### config.mk
export PLATFORM = sky130hd
export DESIGN_NAME = bus_master_port
export DESIGN_NICKNAME = d
export VERILOG_FILES = /design/src/rtl/bus_pkg.sv /design/src/rtl/bus_shift_reg.sv /design/src/rtl/bus_master_port.sv
export SDC_FILE = /design/constraint.sdc
export NUM_CORES = 1
export LEC_CHECK = 0
export BUFFER_PORTS_ARGS = -buffer_cell sky130_fd_sc_hd__buf_2
export CAP_MARGIN = 20
export CORE_MARGIN = 2
export CORE_UTILIZATION = 35
export DETAILED_ROUTE_END_ITERATION = 10
export SYNTH_ARGS = -nofsm -noshare
export SYNTH_HDL_FRONTEND = slang
export SYNTH_HIERARCHICAL = 1
export SYNTH_SLANG_ARGS = --single-unit
### constraint.sdc
create_clock -name clk -period 2.43 [get_ports clk]
set_input_delay 0 -clock clk [delete_from_list [all_inputs] [get_ports clk]]
set_output_delay 0 -clock clk [all_outputs]
set_load 0.01 [all_outputs]
### src/rtl/bus_pkg.sv
// bus_pkg: shared ADS bus widths, master FSM states and counter width
package bus_pkg;
    localparam int BUS_ADDR_W = 12;
    localparam int BUS_DATA_W = 8;
    localparam int BM_CNT_W = $clog2(BUS_ADDR_W + 1);
    typedef enum logic [2:0] {IDLE, ADDR, WACK, RWAIT, RDATA, DONE} bm_state_t;
endpackage

### src/rtl/bus_shift_reg.sv
// bus_shift_reg: MSB-first shift register with parallel load, parallel read-out and serial in/out
module bus_shift_reg #(
    parameter int W = 8
) (
    input  logic         clk,
    input  logic         rst,
    input  logic         load,
    input  logic         shift,
    input  logic [W-1:0] din,
    input  logic         si,
    output logic [W-1:0] q,
    output logic         so
);
    logic [W-1:0] data_q, data_d;
    always_comb data_d = load ? din : shift ? {data_q[W-2:0], si} : data_q;
    always_ff @(posedge clk) begin
        if (rst) data_q <= '0;
        else data_q <= data_d;
    end
    assign q = data_q;
    assign so = data_q[W-1];
endmodule

### src/rtl/bus_master_port.sv
// bus_master_port: ADS bus master; serialises host requests, collects write acks and read data
module bus_master_port
    import bus_pkg::*;
#(
    parameter int ADDR_W  = BUS_ADDR_W,
    parameter int DATA_W  = BUS_DATA_W,
    parameter int TIMEOUT = 255
) (
    input  logic              clk,
    input  logic              rst,
    input  logic              req,
    input  logic              req_wren,
    input  logic [ADDR_W-1:0] req_addr,
    input  logic [DATA_W-1:0] req_wdata,
    output logic              busy,
    output logic              done,
    output logic              err,
    output logic [DATA_W-1:0] rdata,
    output logic              validOut,
    output logic              wren,
    output logic              Address,
    output logic              DataOut,
    input  logic              ready,
    input  logic              validIn,
    input  logic              DataIn
);
    localparam int WD_W = $clog2(TIMEOUT + 1);
    bm_state_t state_q, state_d;
    logic [BM_CNT_W-1:0] cnt_q, cnt_d;
    logic [WD_W-1:0] wd_q, wd_d;
    logic wren_q, wren_d, valid_out_q, valid_out_d, busy_q, busy_d, done_q, done_d, err_q, err_d;
    logic [DATA_W-1:0] rdata_q, rdata_d, rx_par;
    logic tx_load, tx_shift, rx_shift, timeout, last_bit, rx_so_unused;
    logic [2*ADDR_W-1:0] tx_din, tx_par;
    logic [ADDR_W-1:0] tx_hi_unused;
    logic [ADDR_W-2:0] tx_lo_unused;
    // Upper half carries the address, lower half the zero-extended write data,
    // so both lanes shift in lockstep and data lines up with the last address bits.
    bus_shift_reg #(.W(2 * ADDR_W)) u_tx (
        .clk(clk), .rst(rst), .load(tx_load), .shift(tx_shift), .din(tx_din),
        .si(1'b0), .q(tx_par), .so(Address)
    );
    bus_shift_reg #(.W(DATA_W)) u_rx (
        .clk(clk), .rst(rst), .load(1'b0), .shift(rx_shift), .din('0),
        .si(DataIn), .q(rx_par), .so(rx_so_unused)
    );
    assign {tx_hi_unused, DataOut, tx_lo_unused} = tx_par;
    always_comb begin
        state_d = state_q;
        cnt_d = cnt_q;
        wd_d = (state_q inside {WACK, RWAIT, RDATA}) ? wd_q + 1'b1 : wd_q;
        wren_d = wren_q;
        valid_out_d = valid_out_q;
        busy_d = busy_q;
        done_d = 1'b0;
        err_d = 1'b0;
        rdata_d = rdata_q;
        tx_load = 1'b0;
        tx_shift = 1'b0;
        tx_din = '0;
        rx_shift = 1'b0;
        timeout = wd_q == WD_W'(TIMEOUT - 1);
        last_bit = validIn && cnt_q == BM_CNT_W'(DATA_W - 1);
        case (state_q)
            IDLE: if (req) begin
                state_d = ADDR;
                cnt_d = '0;
                wren_d = req_wren;
                valid_out_d = 1'b1;
                busy_d = 1'b1;
                tx_load = 1'b1;
                tx_din = {req_addr, ADDR_W'({DATA_W{req_wren}} & req_wdata)};
            end
            ADDR: begin
                cnt_d = cnt_q + 1'b1;
                tx_shift = 1'b1;
                if (cnt_q == BM_CNT_W'(ADDR_W - 1)) begin
                    state_d = wren_q ? WACK : RWAIT;
                    cnt_d = '0;
                    wd_d = '0;
                    valid_out_d = 1'b0;
                    tx_load = 1'b1;
                end
            end
            WACK: if (ready || timeout) begin
                state_d = DONE;
                done_d = 1'b1;
                busy_d = 1'b0;
                err_d = !ready;
            end
            RWAIT: if (timeout) begin
                state_d = DONE;
                done_d = 1'b1;
                busy_d = 1'b0;
                err_d = 1'b1;
            end else if (validIn) begin
                state_d = RDATA;
                rx_shift = 1'b1;
                cnt_d = BM_CNT_W'(1);
            end
            RDATA: if (cnt_q == BM_CNT_W'(DATA_W)) begin
                state_d = DONE;
                done_d = 1'b1;
                busy_d = 1'b0;
                rdata_d = rx_par;
            end else if (timeout && !last_bit) begin
                state_d = DONE;
                done_d = 1'b1;
                busy_d = 1'b0;
                err_d = 1'b1;
            end else if (validIn) begin
                rx_shift = 1'b1;
                cnt_d = cnt_q + 1'b1;
            end
            DONE: begin
                state_d = IDLE;
                wren_d = 1'b0;
            end
            default: state_d = IDLE;
        endcase
    end
    always_ff @(posedge clk) begin
        if (rst) begin
            state_q <= IDLE;
            cnt_q <= '0;
            wd_q <= '0;
            wren_q <= 1'b0;
            valid_out_q <= 1'b0;
            busy_q <= 1'b0;
            done_q <= 1'b0;
            err_q <= 1'b0;
            rdata_q <= '0;
        end else begin
            state_q <= state_d;
            cnt_q <= cnt_d;
            wd_q <= wd_d;
            wren_q <= wren_d;
            valid_out_q <= valid_out_d;
            busy_q <= busy_d;
            done_q <= done_d;
            err_q <= err_d;
            rdata_q <= rdata_d;
        end
    end
    assign busy = busy_q;
    assign done = done_q;
    assign err = err_q;
    assign rdata = rdata_q;
    assign validOut = valid_out_q;
    assign wren = wren_q;
endmodule

# [After elaboration in Yosys (flattened, before gate mapping)]
# Cells that the tools add are included.
[totals] regBits=60 out_inout_bits=15 elab_cells=103
[op_classes] reduce_logical=18 muxes=51 bitwise_logic=1 n_eq_ne=20 addsub=2
[ops] op="2-to-1 mux 24 bit" count=4
[ops] op="2-to-1 mux 4 bit" count=7
[ops] op="2-to-1 mux 8 bit" count=3
[ops] op="2-to-1 mux 1 bit" count=21
[ops] op="2-to-1 mux 3 bit" count=7
[ops] op="inequality test 2 bit (second input constant)" count=8
[ops] op="one-hot mux 4 bit (4 select lines)" count=1
[ops] op="one-hot mux 3 bit (5 select lines)" count=1
[ops] op="AND reduction 5 bit" count=2
[ops] op="adder 8 x 1 -> 8 bit (second input constant)" count=1
[ops] op="AND 8 bit" count=1
[ops] op="equality test 4 bit (second input constant)" count=2
[ops] op="equality test 8 bit (second input constant)" count=1
[ops] op="one-hot mux 1 bit (2 select lines)" count=4
[ops] op="nonzero test 4 bit" count=2
[ops] op="AND reduction 7 bit" count=1
[ops] op="equality test 3 x 2 -> 1 bit (second input constant)" count=2
[ops] op="equality test 3 bit (second input constant)" count=2
[ops] op="one-hot mux 1 bit (3 select lines)" count=2
[ops] op="nonzero test 2 bit" count=3
[ops] op="adder 4 x 1 -> 4 bit (second input constant)" count=1
[ops] op="equality test 4 x 3 -> 1 bit (second input constant)" count=1
[ops] op="one-hot mux 1 bit (4 select lines)" count=1
[ops] op="AND reduction 2 bit" count=2
[ops] op="other kinds (10)" count=12

# [Depth between registers and ports, before layout]
[depth] depth_word=7 ltp_mapped=10 mapped_depth_nobuf=8

# [By module]
# Netlist, hierarchy kept.
[modules_own_cells] module="bus_master_port" cells_each=203 area_each_um2=1647.8 seq_area_each_um2=560.5 n_inst=1
[modules_own_cells] module="bus_shift_reg (u_tx)" cells_each=107 area_each_um2=1241.2 seq_area_each_um2=480.5 n_inst=1
[modules_own_cells] module="bus_shift_reg (u_rx)" cells_each=36 area_each_um2=376.6 seq_area_each_um2=160.2 n_inst=1

# [Worst setup path after synthesis]
# Ideal clock, no wire load.
[synth_timing] path_kind="flip-flop to flip-flop" from="register cnt_q[0]" to="register u_rx.data_q[0], in the netlist u_rx/q[0]" t_arrival_ps=1779 setup_ps=130 required_time_ps=2300 path_slack_ps=521 stages_incl_launch_ff=11 synth_period_minus_slack_ps=1909 cell_sequence="dfxtp_1 -> inv_1 -> ha_1 -> nand3b_1 -> clkbuf_1 -> nand2_1 -> a21oi_1 -> o21a_1 -> buf_6 -> mux2i_1 -> a211oi_1"
[synth_between] elab_chain_len=7 word_cells_on_any_way=8 cone_classes="2 x eq/ne; 3 x mux; 3 x reduce/logical"
[synth_rtl] element="start: declaration" line_no="bus_master_port.sv:29" source="logic [BM_CNT_W-1:0] cnt_q, cnt_d;"
[synth_rtl] element="start signal: assignment" line_no="bus_master_port.sv:135" source="cnt_q <= cnt_d;"
[synth_rtl] element="equality test 4 x 3 -> 1 bit" line_no="bus_master_port.sv:63" source="last_bit = validIn && cnt_q == BM_CNT_W'(DATA_W - 1);"
[synth_rtl] element="logical AND 1 bit" line_no="bus_master_port.sv:63"
[synth_rtl] element="zero test 1 bit" line_no="bus_master_port.sv:106" source="end else if (timeout && !last_bit) begin"
[synth_rtl] element="logical AND 1 bit" line_no="bus_master_port.sv:106"
[synth_rtl] element="2-to-1 mux 1 bit" line_no="bus_master_port.sv:106"
[synth_rtl] element="2-to-1 mux 1 bit (*)" line_no="bus_master_port.sv:101" source="RDATA: if (cnt_q == BM_CNT_W'(DATA_W)) begin"
[synth_rtl] element="one-hot mux 1 bit (2 select lines) (*)" line_no="bus_master_port.sv:64" source="case (state_q)"
[synth_rtl] element="via rx_shift" line_no="bus_master_port.sv:33" source="logic tx_load, tx_shift, rx_shift, timeout, last_bit, rx_so_unused;"
[synth_rtl] element="end signal: assignment" line_no="bus_shift_reg.sv:18" source="else data_q <= data_d;"
[synth_rtl] element="end: declaration" line_no="bus_shift_reg.sv:14" source="logic [W-1:0] data_q, data_d;"
# Mark *: on every way through the listed nets, which the timed path passes. The rest lies on a longest branch.
# A chain may end at the register's enable or synchronous reset.

# [Worst setup path in the final report]
[layout_timing] from="register state_q[2]" to="register u_rx.data_q[4], in the netlist u_rx/q[4]"
[layout_between] elab_chain_len=2 word_cells_on_any_way=3 cone_classes="2 x eq/ne; 1 x mux"
[layout_rtl] element="start: declaration" line_no="bus_master_port.sv:28" source="bm_state_t state_q, state_d;"
[layout_rtl] element="start signal: assignment" line_no="bus_master_port.sv:134" source="state_q <= state_d;"
[layout_rtl] element="equality test 3 bit or equality test 3 x 2 -> 1 bit (tied branches)" line_no="bus_master_port.sv:64"
[layout_rtl] element="one-hot mux 1 bit (2 select lines) (*)" line_no="bus_master_port.sv:64"
[layout_rtl] element="via rx_shift" line_no="bus_master_port.sv:33"
# Marked as above.

==> flow_summary.yaml <==
placement:
  gp_congestion: 0.8239
  numPlacedInstances: 503
  numPortBuffers: 41
  post-place-ws_ns: 0.2836
  hpwl_mm: 4.681
drt:
  vias: 2581
  drt-total-wl_mm: 6.775
  postRouteAntennaNets: 0
  drc: 0
  drtIter0Drc: 151
  wl_per_cell_um: 13.03
  vias_per_cell: 4.963
  drt_pass1_iterations: 4
global_route:
  grt-ovfl-total: 0
  grt_pass1_vias: 2514
  grt_use_total_pct: 14.24
  grt_pass1_wl_mm: 11.54
  grt_start_max_net_pins: 37
  antenna_found_initial: 0
worst_setup_path:
  crit_chain: "nor3b_4 > nand2_1 > a21oi_1 > o21a_1 > mux2i_1 > a211oi_1"
  critical_path_required_ns: 2.62
  path_class: "reg -> reg"
  crit_fanout: 13
  cp_data_arrival_time_ns: 2.33
  critPathSlowestCell: "dfxtp_1"
  crit_path_end_kind: "register"
  cp-start-kind: "register"
  cpPeakStageDelay_ns: 0.57
synth:
  syn-mean-instance-area_um2: 9.444
  synthCells: 345
  netlist_area_um2: 3258
  yosysWarnings: 6
final_layout:
  fillers: 922
  multiInputGateArea_um2: 1928
  syn_to_final_growth_pct: 15.98
  diodes: 0
  finalNonFillerCells: 520
  seq_area_um2: 1201
  drive_above_1_share_pct: 23.72
  layout.nets: 435
clock_tree:
  cts_resized: 0
  clkLatencyLatePin_ns: 0.34
  cts_num_sinks: 60
  cts.clk_slew.worst_paths_ns: 0.07
  clk_path_buf_depth: 2
  htreeDepth: 3
  cts_made_buffers: 9
  cts_tree: "built"
  cts_root_buf: "clkbuf_8"
timing:
  setup_tns_ns: 0
  rsz0062_at_grt: "no"
  tightest_slew_ns: 0.7306
  period_minus_slack_ns: 2.146
  fin_ws_ns: 0.2841
  fin_hold_ws_ns: 0.08151
  maxSlewViolCount: 0
  fmax_mhz: 466.0
  slew_headroom_pct: 51.29
  setup_violations: 0
  skew_ns: 0.009837
  min_period_over_period_pct: 88.31
  finalHoldViolCount: 0
pwr:
  power_mw: 2.941
  p_leak_nw: 1.508
  cellPowerDensity_nw_per_um2: 778.2
  ir_drop_uv: 332.2
floorplanning:
  fp.dieW_um: 100.5
  io_pins: 42
  num_rows: 35
  fp.dieH_um: 100.5
  core_um2: 9153
  start_util_pct: 35.60
  die-area_um2: 10100
run:
  maxCapViolations: 0
run_status:
  status: "completed"
min_path:
  hp-class: "in -> reg"
## path summary, 6_finish.rpt
check	depth (start not counted)	slack [ns]	from	end
setup / recovery	6	0.28	state_q[2]	u_rx/q[4]
setup reg to reg	6	0.28	state_q[2]	u_rx/q[4]
hold / removal	4	0.08	ready	err
hold reg to reg	2	0.47	u_rx/q[7]	rdata[7]
## flip-flops by register name, indices dropped and copies added (netlist names)
| signal | cells |
|---|---|
| u_tx/q | 24 |
| err | 1 |
| wren | 1 |
| u_rx/q | 8 |
| validOut | 1 |
| wd_q | 8 |
| rdata | 8 |
| done | 1 |
| busy | 1 |
| state_q | 3 |
| cnt_q | 4 |
## layer usage
layer | routed length [um] | up-vias | GRT usage [%]
li1 | - | 1345 | -
met1 | 3213 | 1191 | 17.07
met2 | 3208 | 38 | 24.47
met3 | 282 | 7 | 4.438
met4 | 70 | 0 | 4.215
met5 | 0 | - | 0
## worst max-delay path: cells and delay by family (launching register included)
kind / cells / cell delay (ns)
mux: 1 / 0.24
flops: 1 / 0.57
simple gates: 2 / 0.48
compound gates: 3 / 0.71
## per-stage QoR
stage / instance area (um2) / util, %
after global placement: 3591 / 39.23
after detailed placement: 3591 / 39.23
final: 3779 / 41.29
after floorplan: 3337 / -
after global routing: 3779 / 41.29
after CTS: 3779 / 41.29
## final cells by class
class	count	area share (%)
Multi-Input combinational cell	273	51.03
Sequential cell	60	31.79
Timing Repair Buffer	52	8.013
Tap cell	111	3.675
Clock buffer	10	3.642
Clock inverter	6	1.060
Inverter	8	0.7947
## power breakdown
part	switching, mW	internal, mW
clock	0.404	0.393
combinational	0.488	0.431
sequential	0.106	1.12
total	0.998	1.94
## what timing repair did
| action | in CTS | in global routing |
|---|---|---|
| setup buffers | 0 | 0 |
| hold buffers | 1 | 0 |
| endpoints found under the hold margin | 1 | 0 |
## layout by cell type, fill, tap and decap left out, types with 10 or more instances in the layout
cell type  instances
a211oi_1          14
a211oi_2          20
a21oi_1           19
and3_1            20
buf_2             41
clkbuf_8          10
conb_1            22
dfxtp_1           60
mux2i_1           33
nand2_1           17
nor2_1            15
nor2b_1           35
o21ai_0           14
No activity file was read; power rests on OpenSTA's default activity.
